File: src/rtl/mem_arbiter.sv
// Round-robin arbiter placing a fetch port and a load/store port onto one
// single-port word memory; every access is a fixed IDLE/ACCESS/DONE sequence.
module mem_arbiter #(
  parameter int unsigned MEM_WORDS = 1024
) (
  input  logic        clk,
  input  logic        rst_n,
  input  logic        i_req,
  input  logic [31:0] i_addr,
  output logic        i_ack,
  output logic [31:0] i_rdata,
  output logic        i_err,
  input  logic        d_req,
  input  logic        d_we,
  input  logic [1:0]  d_size,
  input  logic        d_unsigned,
  input  logic [31:0] d_addr,
  input  logic [31:0] d_wdata,
  output logic        d_ack,
  output logic [31:0] d_rdata,
  output logic        d_err,
  output logic [31:0] mem_addr,
  output logic [31:0] mem_wdata,
  output logic        mem_wen,
  output logic        mem_ren,
  output logic [3:0]  mem_byte_sel,
  input  logic [31:0] mem_rdata
);
  localparam logic [32:0] ADDR_LIMIT = 33'(MEM_WORDS) << 2;
  localparam logic [1:0]  SZ_BYTE = 2'b00;
  localparam logic [1:0]  SZ_HALF = 2'b01;
  localparam logic [1:0]  SZ_WORD = 2'b10;

  typedef enum logic [1:0] {IDLE, ACCESS, DONE} state_e;

  function automatic logic access_err(logic [31:0] addr, logic [1:0] size);
    logic err;
    err = ({1'b0, addr} >= ADDR_LIMIT);
    case (size)
      SZ_BYTE: err = err;
      SZ_HALF: err = err | addr[0];
      SZ_WORD: err = err | (addr[1:0] != 2'b00);
      default: err = 1'b1;
    endcase
    return err;
  endfunction

  function automatic logic [3:0] store_sel(logic [1:0] lane, logic [1:0] size);
    case (size)
      SZ_BYTE: return 4'b0001 << lane;
      SZ_HALF: return 4'b0011 << lane;
      default: return 4'b1111;
    endcase
  endfunction

  function automatic logic [31:0] load_ext(logic [31:0] rdata, logic [1:0] lane,
                                           logic [1:0] size, logic uns);
    logic [31:0] w;
    w = rdata >> {lane, 3'b000};
    case (size)
      SZ_BYTE: return {{24{~uns & w[7]}}, w[7:0]};
      SZ_HALF: return {{16{~uns & w[15]}}, w[15:0]};
      default: return w;
    endcase
  endfunction

  state_e      state_q;
  logic        last_data_q;
  logic        gnt_data_q;
  logic        i_ack_q, i_err_q, d_ack_q, d_err_q;
  logic [31:0] i_rdata_q, d_rdata_q;
  logic [31:0] mem_addr_q, mem_wdata_q;
  logic        mem_wen_q, mem_ren_q;
  logic [3:0]  mem_byte_sel_q;

  logic [1:0]  lane_q, size_q;
  logic        we_q, uns_q, err_q;

  logic        gnt_data_d, we_d, err_d, store_d;
  logic [31:0] addr_d;
  logic [1:0]  size_d;

  // Data wins a tie only when the previous grant went to fetch.
  always_comb begin
    gnt_data_d = d_req & (~i_req | ~last_data_q);
    addr_d     = gnt_data_d ? d_addr : i_addr;
    size_d     = gnt_data_d ? d_size : SZ_WORD;
    we_d       = gnt_data_d & d_we;
    err_d      = access_err(addr_d, size_d);
    store_d    = we_d & ~err_d;
  end

  // Decoded access, captured while waiting in IDLE; data path only.
  always_ff @(posedge clk) begin
    if (state_q == IDLE) begin
      lane_q <= addr_d[1:0];
      size_q <= size_d;
      we_q   <= we_d;
      uns_q  <= d_unsigned;
      err_q  <= err_d;
    end
  end

  always_ff @(posedge clk or negedge rst_n) begin
    if (!rst_n) begin
      state_q        <= IDLE;
      last_data_q    <= 1'b1;
      gnt_data_q     <= 1'b0;
      i_ack_q        <= 1'b0;
      i_err_q        <= 1'b0;
      i_rdata_q      <= '0;
      d_ack_q        <= 1'b0;
      d_err_q        <= 1'b0;
      d_rdata_q      <= '0;
      mem_addr_q     <= '0;
      mem_wdata_q    <= '0;
      mem_wen_q      <= 1'b0;
      mem_ren_q      <= 1'b0;
      mem_byte_sel_q <= '0;
    end else begin
      case (state_q)
        IDLE: begin
          if (i_req || d_req) begin
            gnt_data_q     <= gnt_data_d;
            mem_addr_q     <= {2'b00, addr_d[31:2]};
            mem_ren_q      <= ~we_d & ~err_d;
            mem_wen_q      <= store_d;
            mem_byte_sel_q <= store_d ? store_sel(addr_d[1:0], size_d) : 4'b0000;
            mem_wdata_q    <= store_d ? (d_wdata << {addr_d[1:0], 3'b000}) : '0;
            state_q        <= ACCESS;
          end
        end
        // mem_rdata was refreshed at the negedge inside this cycle.
        ACCESS: begin
          mem_addr_q     <= '0;
          mem_wdata_q    <= '0;
          mem_wen_q      <= 1'b0;
          mem_ren_q      <= 1'b0;
          mem_byte_sel_q <= '0;
          if (gnt_data_q) begin
            d_ack_q   <= 1'b1;
            d_err_q   <= err_q;
            d_rdata_q <= (err_q || we_q) ? '0 : load_ext(mem_rdata, lane_q, size_q, uns_q);
          end else begin
            i_ack_q   <= 1'b1;
            i_err_q   <= err_q;
            i_rdata_q <= err_q ? '0 : mem_rdata;
          end
          state_q <= DONE;
        end
        DONE: begin
          i_ack_q     <= 1'b0;
          i_err_q     <= 1'b0;
          i_rdata_q   <= '0;
          d_ack_q     <= 1'b0;
          d_err_q     <= 1'b0;
          d_rdata_q   <= '0;
          last_data_q <= gnt_data_q;
          state_q     <= IDLE;
        end
        default: state_q <= IDLE;
      endcase
    end
  end

  assign i_ack        = i_ack_q;
  assign i_err        = i_err_q;
  assign i_rdata      = i_rdata_q;
  assign d_ack        = d_ack_q;
  assign d_err        = d_err_q;
  assign d_rdata      = d_rdata_q;
  assign mem_addr     = mem_addr_q;
  assign mem_wdata    = mem_wdata_q;
  assign mem_wen      = mem_wen_q;
  assign mem_ren      = mem_ren_q;
  assign mem_byte_sel = mem_byte_sel_q;

endmodule

File: config.mk
export PLATFORM = sky130hd
export DESIGN_NAME = mem_arbiter
export DESIGN_NICKNAME = d
export VERILOG_FILES = /design/src/rtl/mem_arbiter.sv
export SDC_FILE = /design/constraint.sdc
export NUM_CORES = 1
export LEC_CHECK = 0
export ABC_AREA = 1
export CELL_PAD_IN_SITES_DETAIL_PLACEMENT = 0
export CELL_PAD_IN_SITES_GLOBAL_PLACEMENT = 1
export CORE_ASPECT_RATIO = 0.6
export CORE_UTILIZATION = 35
export DETAILED_ROUTE_END_ITERATION = 8
export PLACE_DENSITY = 0.95
export SETUP_SLACK_MARGIN = 0.1
export SYNTH_ARGS = -nofsm -noshare
export SYNTH_HDL_FRONTEND = slang
export SYNTH_SLANG_ARGS = --single-unit
File: constraint.sdc
create_clock -name clk -period 4.6 [get_ports clk]
set_clock_uncertainty 0.15 [all_clocks]
set_input_delay 0.92 -clock clk [delete_from_list [all_inputs] [get_ports clk]]
set_output_delay 0.92 -clock clk [all_outputs]
set_load 0.005 [all_outputs]
== Word level (Yosys, flattened, before mapping) ==
Cells that the tools add are included.

* Output and inout bits: 138
* Word-level logic and storage cells: 91
* Bits in registers: 149
* Input bits: 136

* Shifts and indexed selects: 4
* Bitwise logic cells: 14
* Equality and inequality tests: 8
* Reduce and logical (&&, ||, !) cells: 12
* Multiplexer cells: 33
* $lt $le $gt $ge: 1

{| class="wikitable"
|+ Operators by type and width
! kind !! number
|-
| 32-bit case mux with 2 select lines || 5
|-
| 32-bit 2-to-1 mux || 8
|-
| 32-bit by 13-bit greater-or-equal comparator with 1-bit output (second input constant) || 1
|-
| 32-bit by 5-bit << shifter with 32-bit output || 1
|-
| 32-bit by 5-bit >> shifter with 32-bit output || 1
|-
| 4-bit case mux with 2 select lines || 2
|-
| 1-bit case mux with 2 select lines || 6
|-
| 4-bit 2-to-1 mux || 2
|-
| 2-bit AND reduction || 4
|-
| 1-bit AND || 6
|-
| 2-bit by 1-bit equality test with 1-bit output (second input constant) || 3
|-
| 2-bit zero test || 3
|-
| 1-bit 2-to-1 mux || 6
|-
| 2-bit nonzero test || 3
|-
| 1-bit NOT || 5
|-
| 2-bit equality test (second input constant) || 2
|-
| 2-bit 2-to-1 mux || 2
|-
| 2-bit != test (second input constant) || 2
|-
| 2-bit case mux with 2 select lines || 1
|-
| 1-bit by 2-bit << shifter with 4-bit output (first input constant) || 1
|-
| 2-bit by 2-bit << shifter with 4-bit output (first input constant) || 1
|-
| 1-bit bitwise OR || 3
|-
| 1-bit case mux with 3 select lines || 1
|-
| 1-bit logical OR || 2
|-
| 2-bit by 1-bit != test with 1-bit output (second input constant) || 1
|}

== Longest topological paths before layout ==
Gate-level depths: netlist of the first run.

* Word-level depth: 12
* Depth in mapped cells: 15

== Worst setup path before layout of the first run ==
OpenSTA, ideal clock, no wires.

* Path kind: input port to flip-flop
* Start point: input port d_req
* End point: register mem_wdata_q[23] (netlist: mem_wdata[23])
* Setup slack: 1.682 ns
* Stages on the path: 15
* Path buffers: 5
* Data arrival time: 2.702 ns
* Cell sequence: buf_4 -> nand2_4 -> buf_6 -> buf_6 -> nor2_1 -> inv_1 -> ha_1 -> or2_1 -> nand3_1 -> nand2_1 -> inv_2 -> buf_6 -> buf_4 -> nand4_1 -> nand2_1

{| class="wikitable"
|+ RTL lines
! item !! line !! text
|-
| start, declared || 13 || <nowiki>input logic d_req,</nowiki>
|-
| 1-bit AND (*) || 85 || <nowiki>gnt_data_d = d_req & (~i_req | ~last_data_q);</nowiki>
|-
| 2-bit 2-to-1 mux (*) || 87 || <nowiki>size_d = gnt_data_d ? d_size : SZ_WORD;</nowiki>
|-
| net size_d[1] || 81 || <nowiki>logic [1:0] size_d;</nowiki>
|-
| 2-bit equality test (tied with other cells) || 39 || <nowiki>case (size)</nowiki>
|-
| 1-bit case mux with 3 select lines (*) || 39 ||
|-
| 1-bit NOT (*) || 90 || <nowiki>store_d = we_d & ~err_d;</nowiki>
|-
| 1-bit AND (*) || 90 ||
|-
| 32-bit 2-to-1 mux (*) || 129 || <nowiki>mem_wdata_q <= store_d ? (d_wdata << {addr_d[1:0], 3'b000}) : '0;</nowiki>
|-
| 32-bit 2-to-1 mux (*) || 123 || <nowiki>if (i_req || d_req) begin</nowiki>
|-
| 32-bit case mux with 2 select lines (*) || 121 || <nowiki>case (state_q)</nowiki>
|-
| end signal, assigned || 129 ||
|-
| end, declared || 72 || <nowiki>logic [31:0] mem_addr_q, mem_wdata_q;</nowiki>
|}

Mark *: on every way through the listed nets, which the timed path passes. The rest lies on a longest branch. The select of a mux whose other input is x is not followed.
A chain may end at the register's enable or synchronous reset.

== Worst setup path in the final report of the first run ==
* Start point: input port i_req
* End point: register err_q, data pin

{| class="wikitable"
|+ RTL lines
! item !! line !! text
|-
| start, declared || 8 || <nowiki>input logic i_req,</nowiki>
|-
| 1-bit NOT (*) || 85 ||
|-
| 1-bit bitwise OR (*) || 85 ||
|-
| 1-bit AND (*) || 85 ||
|-
| 2-bit 2-to-1 mux (*) || 87 ||
|-
| net size_d[1] || 81 ||
|-
| 2-bit equality test (tied with other cells) || 39 ||
|-
| 1-bit case mux with 3 select lines (*) || 39 ||
|-
| net err_d || 79 || <nowiki>logic gnt_data_d, we_d, err_d, store_d;</nowiki>
|-
| end signal, assigned || 100 || <nowiki>err_q <= err_d;</nowiki>
|-
| end, declared || 77 || <nowiki>logic we_q, uns_q, err_q;</nowiki>
|}

Mark *: on every way through the listed nets, which the timed path passes. The rest lies on a longest branch.

==> results of run 1 <==
## critical path, delay by kind of cell
kind / cells / cell delay [ps]
AND/OR/NAND/NOR: 7 / 1350
adder cells (fa/ha/maj): 1 / 220
buffers and inverters: 3 / 1180
## report_power, final
part           internal, mW  switching (mW)
clock                 0.795           0.552
sequential             1.66           0.239
combinational          1.01            1.21
## state kept, by name, summed over array words and instances (netlist names), 2 cells and up
signal,count
lane_q,2
mem_byte_sel,4
mem_wdata,32
size_q,2
mem_addr,30
state_q,2
d_rdata,32
i_rdata,32
## area by class of cell
class                           count  area [um^2]
Clock inverter                     13          136
Sequential cell                   147         3710
Antenna cell                        1         2.50
Inverter                           65          244
Timing Repair Buffer              286         2840
Tap cell                          273          342
Fill cell                        1905         9580
Clock buffer                       18          429
Multi-Input combinational cell    624         3140
## kinds of logic (layout without fill, tap and decap cells)
| group | count (synthesis) | after routing |
|---|---|---|
| and+or+nand+nor | 432 | 432 |
| AOI/OAI and AO/OA | 186 | 186 |
| DFF | 147 | 147 |
| buffers and inverters | 135 | 382 |
| adders and majority gates | 4 | 4 |
| other | 1 | 3 |
## worst paths after layout
check / endpoint / startpoint
worst min register to register: mem_wdata[25] / mem_wdata[25]
worst min-delay path: i_rdata[5] / rst_n
worst max-delay path: err_q / i_req
max in group asynchronous: mem_addr[13] / rst_n
worst max register to register: d_rdata[19] / lane_q[0]
min in group clk: mem_wdata[25] / mem_wdata[25]
## cell usage after synthesis, types with 2 or more instances
cell and n:
nand2_1 229, dfrtp_1 139, nand3_1 99, o21ai_0 84, inv_1 56, nor2_1 52, clkbuf_1 41, nand4_1 36
a21oi_1 27, a22o_1 16, a31o_2 14, buf_2 14, a32o_1 10, o211ai_1 10, o31ai_1 10, buf_6 8
nor3_1 8, a221oi_1 7, edfxtp_1 7, o21ai_1 6, inv_2 5, buf_4 4, clkinv_1 4, ha_1 4
buf_1 3, nand2_2 2, nand2_4 2
## per-layer routing
layer | share of wire [%] | vias to the layer above
met5 | 0 | -
met4 | 0.48 | 0
met3 | 10 | 11
met2 | 43 | 324
met1 | 46 | 3634
li1 | - | 3546
==> metrics, run 1 <==
final hold vios 0; kind of start point of the critical path primary input; grt met2 use between 30% and 40%; die footprint roughly 22000 um^2; worst slew pin tran 1120 ps; GR Util met3 a little under 8%; Synth Area in Adders 0.673%; most used cell along the critical path nand2_1; share of layout cells above drive strength 1 6.59%; worst-path cell chain clkdlybuf4s50_1 -> nand2_2 -> nand2_4 -> nor2_1 -> inv_1 -> ha_1 -> or2_1 -> nand3_1 -> nand2_1 -> inv_2 -> nand2_1; min Tclk post-route 3720 ps; most frequent cells in the layout clkdlybuf4s50_1 (270), nand2_1 (229), dfrtp_1 (139), nand3_1 (99), o21ai_0 (84); Final Cycle Share 80.9%; Area Growth Syn to Fin 45.8%; f_max 269 MHz; DRC 0; Yosys top cell by area dfrtp_1; Cell Area, Placed 10300 um^2; Synth Area in Simple Gates 25.3%; top cell type's share of synthesized area 46.8%; commonest non-fill, non-tap cell in the layout clkdlybuf4s50_1; CTS Buffer Depth 2; HPWL after DPL 18600 um; Vias 7515; TritonCTS clock tree built; Chip Height 115 um; slowest stage delay, CP ~520 ps; Pwr Total 5.47 mW; number of top-level pins 274; number of synthesis warnings 0; Total Routing Usage GR a little under a quarter; # Post-CTS Setup Buffers 0; met1 layer usage reported by global route 34.2%; Hold-fix buffers, CTS 0; CP Data Arrival Time approximately 3700 ps; Synth Area in Compound Gates 15.9%; WP data required between 4000 and 5000 ps; die width between 150 and 200 um; xor and xnor area share after synthesis 0%; clock root cell clkbuf_16; LEAKAGE around 5 nW; CP Capture Type register; synthesized area per cell 8.22 um^2; Yosys reg bits 147; input/output buffers 271; Netlist cell types 35; Crit Path Max Fanout 38; R2R Setup Slk 1360 ps; post-synthesis mux area share 0%; final core area utilization a little over half; Post-CTS Resized 0; sequential element share of the synthesized area 50.0%; peak supply drop 0.000272 V; RSZ-0062 raised after global routing no; CTS Sinks 147; worst-skew pair later-pin latency 410 ps; placer congestion estimate 0.919; vias per cell 5.27; max_cap viols 0; total gr overflow 0; Worst Hold Margin 299 ps; pin count of the biggest net entering global routing 86; final cell count without fillers 1427; synth top area cells dfrtp_1 (47%), nand2_1 (12%), nand3_1 (6.7%); commonest register cell after synthesis dfrtp_1; HP Class primary input to asynchronous set/reset pin; Cells after Synth 905; total CTS buffers 17; Post-Synthesis Cell Area 7440 um^2; ANT nets after route 0; R2R cell count 6; Setup Viol. Count Final 0; Post-Route WL 25800 um; Core ar. 20400 um^2; Max Slew Vio Count 0; worst setup margin 878 ps; CP Class primary input to register; first-pass GRT wire length 39600 um; fin area roughly 11000 um^2; number of global-route vias before repair 7105; drt first pass iters 5; row cnt 40; slew margin rel. 25.2%; largest family of logic cells by synthesized area simple AND/OR/NAND/NOR gates; initial DRC count 737; Setup TNS 0 ps; CTS H-tree lvls 4; initial antenna violation count 1; ys async rst share 95.2%; status finished clean; slowest library cell on the worst path inv_2; Routed wire per std cell around 18 um; Post-synth EDFFs 7; layer with the highest usage met2; placed insts 1395; fin nets 1281; pre-CTS setup slack 512 ps; Clock Pin Slew Worst Setup and Hold Paths 60 ps; Cell Pwr Density 504 nW/um^2; starting density of the core a little over a third
No activity file was read; power rests on OpenSTA's default activity.
==> run 2, diff against run 1 <==
Settings changed: CORE_UTILIZATION 35 to 32, PLACE_DENSITY 0.95 to 0.89.
Clock period 4.6 ns to 3.7 ns, I/O delays scaled along.
==> metrics, run 2 (same netlist as run 1, synthesis figures left out) <==
row cnt 42; Crit Path Max Fanout 22; most frequent cells in the layout clkdlybuf4s50_1 (270), nand2_1 (229), dfrtp_1 (139), nand3_1 (99), o21ai_0 (84); placed insts 1437; CTS H-tree lvls 4; vias per cell 5.05; worst slew pin tran about 1100 ps; input/output buffers 271; first-pass GRT wire length approximately 41000 um; Chip Height 120 um; fin nets approximately 1300; max_cap viols 0; Net Sw Power between 2 and 3 mW; Setup TNS 0 ps; wl on met1 12700 um; Top Metal Used met5; die width 199 um; number of top-level pins 274; clock power share 24.9%; # Post-CTS Setup Buffers 0; total gr overflow 0; CP Capture Type register; TritonCTS clock tree built; Cell Int Power 4.37 mW; Vias 7428; Core ar. between 20000 and 25000 um^2; Post-CTS Resized 0; initial antenna violation count 3; CP Class primary input to register; Total Routing Usage GR 22.8%; worst-skew pair later-pin latency 420 ps; placer congestion estimate 0.903; drt first pass iters 7; status finished clean; met2 WL 11100 um; number of global-route vias before repair 7209; starting density of the core 33.2%; Clock Pin Slew Worst Setup and Hold Paths 60 ps; f_max 337 MHz; Setup Viol. Count Final 0; CTS Buffer Depth 2; min Tclk post-route 2970 ps; ANT nets after route 0; HPWL after DPL between 15000 and 20000 um; Pwr Total slightly below 7 mW; final hold vios 0; slew margin rel. 24.1%; Post-Route WL between 20000 and 30000 um; clock root cell clkbuf_16; Net Sw Frac 36.5%; die footprint 23900 um^2; CTS Sinks approximately 150; DRC 0; Reg power frac about a third; Hold-fix buffers, CTS 0; Area Growth Syn to Fin 47.7%; initial DRC count 605; peak supply drop 0.000330 V; WP data required 3910 ps; CP Data Arrival Time 3180 ps; routed wl met3 ~2500 um; kind of start point of the critical path primary input; Final Cycle Share 80.2%; Gate power share 41.2%; commonest non-fill, non-tap cell in the layout clkdlybuf4s50_1; RSZ-0062 raised after global routing no; Worst Hold Margin 51.3 ps; HP Class primary input to asynchronous set/reset pin; pin count of the biggest net entering global routing 78; share of layout cells above drive strength 1 7.06%; LEAKAGE a little over 5 nW; Routed wire per std cell 18.0 um; Max Slew Vio Count 0; total CTS buffers 17; Cell Pwr Density roughly 630 nW/um^2; final cell count without fillers 1471
run 2: final timing paths:
path	from	to	slack, ps	cells past startpoint
max	i_req	mem_wdata[13]	730	13
min	rst_n	mem_wen	50	1
max reg2reg	size_q[1]	d_rdata[19]	1080	5
min reg2reg	i_ack	i_ack	330	2
max in group asynchronous	rst_n	i_rdata[18]	2580	2
min in group clk	i_ack	i_ack	330	2
run 2: cell type report:
cell class / count / area (um^2)
Antenna cell: 2 / 5.00
Clock buffer: 23 / 489
Clock inverter: 9 / 90.1
Fill cell: 2174 / 11400
Inverter: 65 / 244
Multi-Input combinational cell: 624 / 3140
Sequential cell: 147 / 3710
Tap cell: 308 / 385
Timing Repair Buffer: 293 / 2920
run 2: through the flow:
step | utilization (%) | area [um^2] | worst slack, ps
floorplan | - | 7440 | 962
global placement | 46.4 | 10400 | 400
detailed placement | 46.4 | 10400 | 314
CTS | 49.0 | 11000 | 763
global route | 49.0 | 11000 | 562
finish | 49.0 | 11000 | 731
run 2: power groups by stage:
| stage | clock [mW] | combinational (mW) | sequential [mW] |
|---|---|---|---|
| 2_1_floorplan | 0 | 1.42 | 2.32 |
| 3_3_place_gp | 0 | 2.82 | 2.34 |
| 5_1_grt | 1.83 | 3.15 | 2.38 |
| 4_1_cts | 1.75 | 2.87 | 2.33 |
| 6_report | 1.72 | 2.84 | 2.33 |
| 3_5_place_dp | 0 | 2.85 | 2.35 |
run 2: critical path, stage by stage:
cell and delay [ps]:
clkdlybuf4s50_1 470, nand2_2 120, nand2_4 90, inv_2 250
nand2_1 170, ha_1 230, or2_1 220, nand3_1 70
nand2_1 60, inv_2 300, buf_4 250, nand4_1 90
nand2_1 90
run 2: routing by layer:
metal  track usage, %  vias up
met5                0        -
met4             4.23        2
met3             8.46       13
met2             32.0      295
met1             33.2     3550
li1                 -     3568
==> run 3, diff against run 2 <==
Settings changed: CORE_UTILIZATION 32 to 29, PLACE_DENSITY 0.89 to 0.86.
Clock period 3.7 ns to 2.61 ns, I/O delays scaled along.
==> metrics, run 3 (same netlist as run 1, synthesis figures left out) <==
LEAKAGE 5.31 nW; Max Slew Vio Count 0; CP Data Arrival Time 2580 ps; max_cap viols 0; pin count of the biggest net entering global routing 49; first-pass GRT wire length 43200 um; number of top-level pins between 200 and 300; commonest non-fill, non-tap cell in the layout clkdlybuf4s50_1; HPWL after DPL 20500 um; worst-skew pair later-pin latency 420 ps; Final Cycle Share 91.1%; CTS Sinks around 150; # Post-CTS Setup Buffers 0; placer congestion estimate 0.896; Area Growth Syn to Fin 54.0%; final hold vios 0; CP Class primary input to register; Post-Route WL 27700 um; Core ar. 24700 um^2; kind of start point of the critical path primary input; die footprint between 20000 and 30000 um^2; peak supply drop just under 0.0006 V; Total Routing Usage GR around a fifth; fin area 11400 um^2; final cell count without fillers around 1500; Routed wire per std cell approximately 18 um; total gr overflow 0; RSZ-0062 raised after global routing no; Clock Pin Slew Worst Setup and Hold Paths 60 ps; die width 209 um; Cell Pwr Density 886 nW/um^2; vias per cell roughly 5.0; number of global-route vias before repair between 7000 and 8000; drt first pass iters 5; Setup Viol. Count Final 0; row cnt 44; Cell Area, Placed 10800 um^2; clock root cell clkbuf_16; TritonCTS clock tree built; input/output buffers 271; status finished clean; DRC 0; number of inserted diodes 0; worst slew pin tran 1010 ps; CTS H-tree lvls 4; initial antenna violation count 0; min Tclk post-route 2380 ps; share of layout cells above drive strength 1 between 10% and 20%; WP data required 2820 ps; starting density of the core 30.1%; most frequent cells in the layout clkdlybuf4s50_1 (270), nand2_1 (228), dfrtp_1 (139), nand3_1 (99), o21ai_0 (84); slew margin rel. 32.4%; initial DRC count approximately 600; total CTS buffers 17; HP Class register to register; Vias 7636; CP Capture Type register; fin nets 1330; Crit Path Max Fanout 18; f_max 420 MHz; ANT nets after route 0; placed insts 1491; # fillers between 2000 and 2500; CTS Buffer Depth 2; Chip Height 126 um
[run 3: cell types whose count changed in the layout (fill, tap and decap cells not counted), sizes merged]
cell         delta
diode           -2
clkbuf          +2
dlygate4sd3     +1
inv             +1
clkinv          -1
buf            +40
clkinvlp        -1
[run 3: power breakdown]
part / internal (mW) / switching, mW
Clock: 1.48 / 1.02
Combinational: 2.06 / 2.28
Sequential: 2.92 / 0.382
Total: 6.46 / 3.68
[run 3: layout make-up]
| class | instances | area (um^2) | area share (%) |
|---|---|---|---|
| Inverter | 65 | 244 | 2.13 |
| Sequential cell | 147 | 3710 | 32.4 |
| Multi-Input combinational cell | 624 | 3150 | 27.5 |
| Clock inverter | 8 | 87.6 | 0.765 |
| Clock buffer | 24 | 512 | 4.47 |
| Tap cell | 322 | 403 | 3.52 |
| Timing Repair Buffer | 335 | 3340 | 29.2 |
[run 3: worst max-delay path, stage by stage]
cell and delay, ps:
clkdlybuf4s50_1 500, nand2_2 110, nand2_4 110, buf_6 170, nand2_1 60, o21ai_1 140, nand2_1 110, nor2_2 190
nand3_1 110, nand2_2 160, clkbuf_16 220, nand4_1 90, nand2_1 80
[run 3: metal layers]
metal | wire length, um | GRT usage [%] | up-vias
li1 | - | - | 3653
met1 | 13500 | 31.3 | 3667
met2 | 11500 | 30.1 | 295
met3 | 2460 | 6.76 | 21
met4 | 301 | 4.07 | 0
met5 | 0 | 0 | -
[run 3: what timing repair did]
| item | CTS | global route |
|---|---|---|
| endpoints found under the hold margin | 43 | 0 |
| setup endpoints to repair | 0 | 37 |
| hold buffers | 1 | 0 |
| resized for setup | 0 | 4 |
[run 3: per-stage QoR]
step | util (%) | total power [mW] | setup WS [ps] | hold WS, ps | setup TNS (ps)
after global routing | 46.4 | 10.8 | 108 | 345 | 0
after detailed placement | 43.8 | 7.65 | -231 | 318 | -8400
after CTS | 46.3 | 10.2 | 193 | 334 | 0
after floorplan | - | 5.31 | 117 | 76.4 | 0
after global placement | 43.8 | 7.58 | -203 | 317 | -7380
final | 46.4 | 10.1 | 231 | 330 | 0
[run 3: path summary, 6_finish.rpt]
| check | from | to | slack, ps | depth (start not counted) |
|---|---|---|---|---|
| max | i_req | mem_wdata[29] | 230 | 13 |
| min | mem_wdata[9] | mem_wdata[9] | 330 | 2 |
| max reg2reg | last_data_q | mem_wdata[29] | 290 | 12 |
| min reg2reg | mem_wdata[9] | mem_wdata[9] | 330 | 2 |
| max in group asynchronous | rst_n | mem_wdata[0] | 1240 | 3 |
| min in group asynchronous | rst_n | mem_wdata[29] | 460 | 2 |
